## src/rtl/hazard_pkg.sv

```systemverilog
// rtl/hazard_pkg.sv - shared types and constants for the pipeline hazard controller
package hazard_pkg;

  // Shadow records carry addresses at a fixed width; REG_ADDR_W must not exceed this.
  localparam int REC_ADDR_W = 8;

  typedef enum logic [1:0] {
    ST_RUN,
    ST_DRAIN,
    ST_HALTED
  } state_t;

  localparam logic [1:0] FWD_RF  = 2'b00;
  localparam logic [1:0] FWD_MEM = 2'b01;
  localparam logic [1:0] FWD_WB  = 2'b10;

  typedef struct packed {
    logic                  valid;
    logic [REC_ADDR_W-1:0] rd;
    logic                  reg_wrenable;
    logic                  mem_to_reg;
    logic                  halt;
    logic [REC_ADDR_W-1:0] rs1;
    logic [REC_ADDR_W-1:0] rs2;
  } shadow_t;

  function automatic logic writes_reg(input shadow_t r, input logic [REC_ADDR_W-1:0] a);
    return r.valid && r.reg_wrenable && (r.rd != '0) && (r.rd == a);
  endfunction

endpackage

```

## src/rtl/hazard_ctrl.sv

```systemverilog
// rtl/hazard_ctrl.sv - stall/flush/forward control with halt drain FSM
// HAZARD_FWD_EN: enables EX operand forwarding; otherwise interlock on every in-flight writer.
module hazard_ctrl
  import hazard_pkg::*;
#(
  parameter int REG_ADDR_W   = 5,
  parameter int DRAIN_CYCLES = 3
) (
  input  logic                  clk,
  input  logic                  rst,
  input  logic                  id_valid,
  input  logic                  id_uses_rs1,
  input  logic                  id_uses_rs2,
  input  logic                  id_reg_wrenable,
  input  logic                  id_mem_to_reg,
  input  logic                  id_halt,
  input  logic [REG_ADDR_W-1:0] id_rs1,
  input  logic [REG_ADDR_W-1:0] id_rs2,
  input  logic [REG_ADDR_W-1:0] id_rd,
  input  logic                  ex_jump_taken,
  output logic                  pc_we,
  output logic                  ifid_we,
  output logic                  ifid_flush,
  output logic                  idex_flush,
  output logic [1:0]            fwd_a,
  output logic [1:0]            fwd_b,
  output logic                  halted
);

  localparam int CNT_W = (DRAIN_CYCLES > 1) ? $clog2(DRAIN_CYCLES) : 1;
  localparam logic [CNT_W-1:0] CNT_LAST = CNT_W'(DRAIN_CYCLES - 1);

  state_t           r_state, w_state_nxt;
  logic [CNT_W-1:0] r_cnt, w_cnt_nxt;
  shadow_t          r_ex, r_mem, r_wb, w_id_rec;
  logic             w_stall, w_use1, w_use2, w_unused;
  logic [1:0]       w_fwd_a, w_fwd_b;

  always_comb begin
    w_id_rec              = '0;
    w_id_rec.valid        = id_valid;
    w_id_rec.rd           = REC_ADDR_W'(id_rd);
    w_id_rec.reg_wrenable = id_reg_wrenable;
    w_id_rec.mem_to_reg   = id_mem_to_reg;
    w_id_rec.halt         = id_halt;
    w_id_rec.rs1          = REC_ADDR_W'(id_rs1);
    w_id_rec.rs2          = REC_ADDR_W'(id_rs2);
  end

  assign w_use1 = id_valid && id_uses_rs1;
  assign w_use2 = id_valid && id_uses_rs2;

`ifdef HAZARD_FWD_EN
  // Only a load in EX cannot be forwarded in time; everything else is bypassed.
  assign w_stall = r_ex.valid && r_ex.mem_to_reg && (r_ex.rd != '0) &&
                   ((w_use1 && (r_ex.rd == w_id_rec.rs1)) ||
                    (w_use2 && (r_ex.rd == w_id_rec.rs2)));
  assign w_fwd_a = writes_reg(r_mem, r_ex.rs1) ? FWD_MEM :
                   writes_reg(r_wb,  r_ex.rs1) ? FWD_WB  : FWD_RF;
  assign w_fwd_b = writes_reg(r_mem, r_ex.rs2) ? FWD_MEM :
                   writes_reg(r_wb,  r_ex.rs2) ? FWD_WB  : FWD_RF;
`else
  assign w_stall = (w_use1 && (writes_reg(r_ex, w_id_rec.rs1) || writes_reg(r_mem, w_id_rec.rs1) ||
                               writes_reg(r_wb, w_id_rec.rs1))) ||
                   (w_use2 && (writes_reg(r_ex, w_id_rec.rs2) || writes_reg(r_mem, w_id_rec.rs2) ||
                               writes_reg(r_wb, w_id_rec.rs2)));
  assign w_fwd_a = FWD_RF;
  assign w_fwd_b = FWD_RF;
`endif

  assign w_unused = ^{r_ex.halt, r_ex.mem_to_reg, r_ex.rs1, r_ex.rs2,
                      r_mem.mem_to_reg, r_mem.halt, r_mem.rs1, r_mem.rs2,
                      r_wb.mem_to_reg, r_wb.halt, r_wb.rs1, r_wb.rs2, FWD_MEM, FWD_WB};

  always_comb begin
    w_state_nxt = r_state;
    w_cnt_nxt   = r_cnt;
    pc_we       = 1'b1;
    ifid_we     = 1'b1;
    ifid_flush  = 1'b0;
    idex_flush  = 1'b0;
    halted      = 1'b0;
    fwd_a       = w_fwd_a;
    fwd_b       = w_fwd_b;
    case (r_state)
      ST_RUN: begin
        if (ex_jump_taken) begin
          ifid_flush = 1'b1;
          idex_flush = 1'b1;
        end else if (w_stall) begin
          pc_we      = 1'b0;
          ifid_we    = 1'b0;
          idex_flush = 1'b1;
        end else if (id_valid && id_halt) begin
          w_state_nxt = ST_DRAIN;
          w_cnt_nxt   = '0;
        end
      end
      ST_DRAIN: begin
        pc_we      = 1'b0;
        ifid_we    = 1'b0;
        idex_flush = 1'b1;
        if (r_cnt == CNT_LAST) w_state_nxt = ST_HALTED;
        else                   w_cnt_nxt   = r_cnt + CNT_W'(1);
      end
      ST_HALTED: begin
        pc_we      = 1'b0;
        ifid_we    = 1'b0;
        idex_flush = 1'b1;
        halted     = 1'b1;
        fwd_a      = FWD_RF;
        fwd_b      = FWD_RF;
      end
      default: w_state_nxt = ST_RUN;
    endcase
    // Reset must look like a clean RUN cycle regardless of what ID/EX present.
    if (rst) begin
      pc_we      = 1'b1;
      ifid_we    = 1'b1;
      ifid_flush = 1'b0;
      idex_flush = 1'b0;
      halted     = 1'b0;
      fwd_a      = FWD_RF;
      fwd_b      = FWD_RF;
    end
  end

  always_ff @(posedge clk or posedge rst) begin
    if (rst) begin
      r_state <= ST_RUN;
      r_cnt   <= '0;
      r_ex    <= '0;
      r_mem   <= '0;
      r_wb    <= '0;
    end else begin
      r_state <= w_state_nxt;
      r_cnt   <= w_cnt_nxt;
      r_ex    <= idex_flush ? '0 : w_id_rec;
      r_mem   <= r_ex;
      r_wb    <= r_mem;
    end
  end

endmodule

```

## config.mk

```make
export PLATFORM = sky130hd
export DESIGN_NAME = hazard_ctrl
export DESIGN_NICKNAME = d
export VERILOG_FILES = /design/src/rtl/hazard_pkg.sv /design/src/rtl/hazard_ctrl.sv
export SDC_FILE = /design/constraint.sdc
export NUM_CORES = 1
export LEC_CHECK = 0
export BUFFER_PORTS_ARGS = -buffer_cell sky130_fd_sc_hd__buf_2
export CORE_MARGIN = 10
export CORE_UTILIZATION = 48
export DETAILED_ROUTE_END_ITERATION = 10
export PLACE_DENSITY = 0.75
export SLEW_MARGIN = 25
export SYNTH_ARGS = -nofsm -noshare
export SYNTH_HDL_FRONTEND = slang
export SYNTH_SLANG_ARGS = --single-unit
```

## constraint.sdc

```tcl
create_clock -name clk -period 2.3 [get_ports clk]
set_input_delay 0.23 -clock clk [delete_from_list [all_inputs] [get_ports clk]]
set_output_delay 0.23 -clock clk [all_outputs]
set_load 0.1 [all_outputs]
```

==> results by group <==
Route
  – Average wire per cell in the routed design: roughly 16 µm
  – Antenna-violating nets left: 0
  – Top metal layer carrying routed signals: met4
  – Routed wire length on met2: 1808 µm
  – Vias per cell: 5.456
  – WL final: 3643 µm
  – Remaining routing DRC violations: 0
  – Detailed route wirelength on metal3: around 240 µm
  – Met1 layer wirelength in the final routing: ~1600 µm
  – Number of DRC violations after detailed-routing iteration 0: between 40 and 50
  – Via count: 1233
  – Pre-Repair DR Iteration Count: 4

Finish
  – Area growth from synthesis to layout: 29.97%
  – Utilization after layout: 0.6396
  – Share of post-route cells with drive strength above 1: 0.3472
  – Final instance area: 0.001921 mm²
  – Diode count: 0
  – Final Net Count: about 220
  – Final Instance Count excl. Fillers: 226

Clock tree
  – Sink count of the clock tree: 25
  – TritonCTS Buffers: 3
  – Hold-fix buffers, CTS: 0
  – TritonCTS clock tree: yes
  – Number of H-tree levels: 1
  – Cell chosen for the clock root: clkbuf_4
  – Deepest clock path buffer count: 2
  – Clock insertion delay at the later pin of the skew report: ~0.31 ns
  – Clock transition at the register clock pins on the worst setup and hold paths after CTS: around 0.14 ns

Worst setup path
  – Crit-path max cell delay: around 0.55 ns
  – Number of cells on the worst reg-to-reg path: 8
  – Crit. path cell count: 7
  – Crit Path Max Fanout: 4
  – Setup crit end kind: primary output
  – Arrival @ worst endpoint: 2.52 ns
  – Worst setup SP type: flop
  – Critical path startpoint: r_ex[23]
  – Register-to-register path setup slack: approximately 0.020 ns
  – CP Data Required Time: about 2.1 ns
  – Buffers and inverters on the worst path: 1
  – Launch point of the worst reg-to-reg path: r_ex[23]
  – Worst setup path class: reg2out
  – Cell-by-cell listing of the critical path: or4_1, o211ai_2, nor4_2, o31ai_4, a211oi_2, o21ai_4, buf_12
  – CP top delay family: compound AO/OA/AOI/OAI gates
  – Slowest cell on crit path: or4_1

STA
  – Unrepaired setup endpoints after global routing: yes
  – Worst Tran Pin Value: 0.5588 ns
  – Smallest hold slack: around 0.074 ns
  – Max Slew Vio Count: 0
  – Layout Skew: between 0.006 and 0.007 ns
  – Setup TNS: -1.311 ns
  – Final critical delay including setup and external delays: about 2.7 ns
  – Timing-limited maximum frequency: 363.9 MHz
  – Count of final hold-check violations: 0
  – Worst Slack Setup Final: -0.4476 ns
  – Setup-failing EPs final: 3
  – Share of the clock period used by the worst path: 1.195
  – Worst max-slew margin expressed relative to the limit: 0.6240

Synthesis
  – Netlist area before placement: roughly 0.0015 mm²
  – Average instance area after synthesis: 10.33 µm²
  – Flops & latches, synth: 25
  – Number of unique standard cell types used by synthesis: 34
  – Sequential cell area fraction in the yosys report: 0.4234
  – Cells after synthesis: between 100 and 150
  – Synth Flop Type: dfrtp_1
  – Yosys warning total: 0
  – Async set-reset flop share out of synthesis: 1.000
  – Number of enable-type register cells in the synthesized netlist: 0

Pwr
  – Peak supply drop: approximately 0.81 mV
  – Post-route total power: ~2.0 mW
  – Power density over cell area: 1037 mW/mm²
  – Power share of the sequential group: 0.339
  – Clock network fraction of total power: 0.100
  – Reported net switching power: slightly below 900 µW
  – Static Leakage: between 0.8 and 0.9 nW
  – Switching power as a share of total power: 0.4464
  – Internal power: 1.102 mW
  – Part of the total power dissipated in combinational logic: 0.561

Floorplan
  – Area of the die: 0.005698 mm²
  – I/O pin count: 33
  – DIE HEIGHT: around 75 µm
  – Starting utilization of the core area: 0.4921
  – Row count: 20
  – Core area: around 0.003 mm²
  – Die extent in x: between 70 and 80 µm

GRT
  – Initial antenna violation count: 0
  – Global-route wire length before repair: between 6000 and 7000 µm
  – Maximum number of pins on one net before global-route repair: 26
  – Combined global-route utilization of all metal layers: 0.1366
  – Remaining global-route overflow: 0
  – Via count of the first global-routing pass: roughly 1300

Worst hold path
  – Hold Path Class: in2async

Run status
  – Failing checks: negative setup slack
  – Run status: finished, violations left

Run
  – Count of max-cap constraint violations: 0

Placement
  – Post-placement cell area: 0.001853 mm²
  – Placed Cells: 220
  – Port-buffer cells: 27
  – Global placer's final weighted congestion: ~0.88
  – Worst setup slack before clock tree synthesis: -0.2203 ns
  – HPWL Detailed: 3013 µm
layer usage:
layer / global-route usage / vias up
met4: 0.03093 / 0
li1: - / 600
met5: 0 / -
met3: 0.03255 / 2
met1: 0.1674 / 597
met2: 0.2361 / 34
logic make-up after synthesis:
logic type,synth area share
adders and majority gates,0.04234
DFF,0.4234
buffers and inverters,0.03810
muxes,0.006774
other,0.002538
xor gates and xnor gates,0.1778
AOI/OAI and AO/OA,0.09738
and+or+nand+nor,0.2117
cell usage in the layout (no fill, tap or decap), types with 3 or more instances in the layout:
| master | instances |
|---|---|
| dfrtp_1 | 25 |
| buf_2 | 24 |
| buf_4 | 22 |
| xnor2_1 | 18 |
| xor2_1 | 12 |
| nand3_1 | 8 |
| nor3b_1 | 7 |
| nand2_1 | 5 |
| nor2b_1 | 5 |
| nor3_1 | 5 |
| ha_1 | 5 |
| nor4_2 | 4 |
| o211ai_1 | 4 |
| nand4_1 | 4 |
| inv_1 | 4 |
| conb_1 | 4 |
| or4_1 | 3 |
| nor4_1 | 3 |
| nor2_1 | 3 |
| o21ai_0 | 3 |
| clkbuf_4 | 3 |
Yosys cell counts, types with 2 or more instances:
cell type | n | area share
nor3b_1 | 7 | 0.036
nor4_1 | 7 | 0.030
o31ai_2 | 2 | 0.017
inv_1 | 4 | 0.010
xnor2_1 | 18 | 0.11
or4_1 | 3 | 0.015
o21ai_0 | 4 | 0.014
nor2_1 | 3 | 0.0076
nand4_1 | 4 | 0.017
o211ai_2 | 2 | 0.017
nand2_1 | 5 | 0.013
o211ai_1 | 4 | 0.020
dfrtp_1 | 25 | 0.42
xor2_1 | 12 | 0.071
buf_4 | 5 | 0.025
nor3_1 | 5 | 0.017
ha_1 | 5 | 0.042
nand3_1 | 8 | 0.027
nor2b_1 | 5 | 0.021
layout make-up:
type | instances | area (µm²)
Clock buffer | 3 | 22.52
Clock inverter | 1 | 7.507
Fill cell | 240 | 1082
Inverter | 4 | 15.01
Multi-Input combinational cell | 111 | 868.3
Sequential cell | 25 | 625.6
Tap cell | 33 | 41.29
Timing Repair Buffer | 49 | 340.3
power by group through the flow:
stage	Sequential, mW	Combinational (mW)	Clock, mW
2_1_floorplan	0.685	0.759	0
3_3_place_gp	0.672	1.04	0
3_5_place_dp	0.684	1.08	0
4_1_cts	0.674	1.11	0.203
5_1_grt	0.693	1.22	0.221
6_report	0.675	1.12	0.199
what timing repair did:
action	CTS	global route
gates cloned	0	0
buffers inserted	0	2
resized for setup	5	1
pin swaps	6	2
endpoints found under the setup margin	3	14
state kept, by name, summed over array words and instances, names as in the netlist:
name and flops:
r_ex 7, r_mem 7, r_state 2, r_cnt 2, r_wb 7
worst paths after layout:
check	endpoint
max	pc_we
min	r_state[0]
max reg2reg	r_cnt[1]
min reg2reg	r_wb[27]
max in group asynchronous	r_mem[21]
min in group clk	r_ex[23]
worst register-to-register path: stages (launching register included):
cell and delay [ns]:
dfrtp_1 0.40, or4_1 0.55, o211ai_2 0.24, nor4_2 0.09, o31ai_4 0.35, buf_4 0.17
buf_4 0.11, and4_2 0.20, o211ai_1 0.07
No activity file was read; power rests on OpenSTA's default activity.
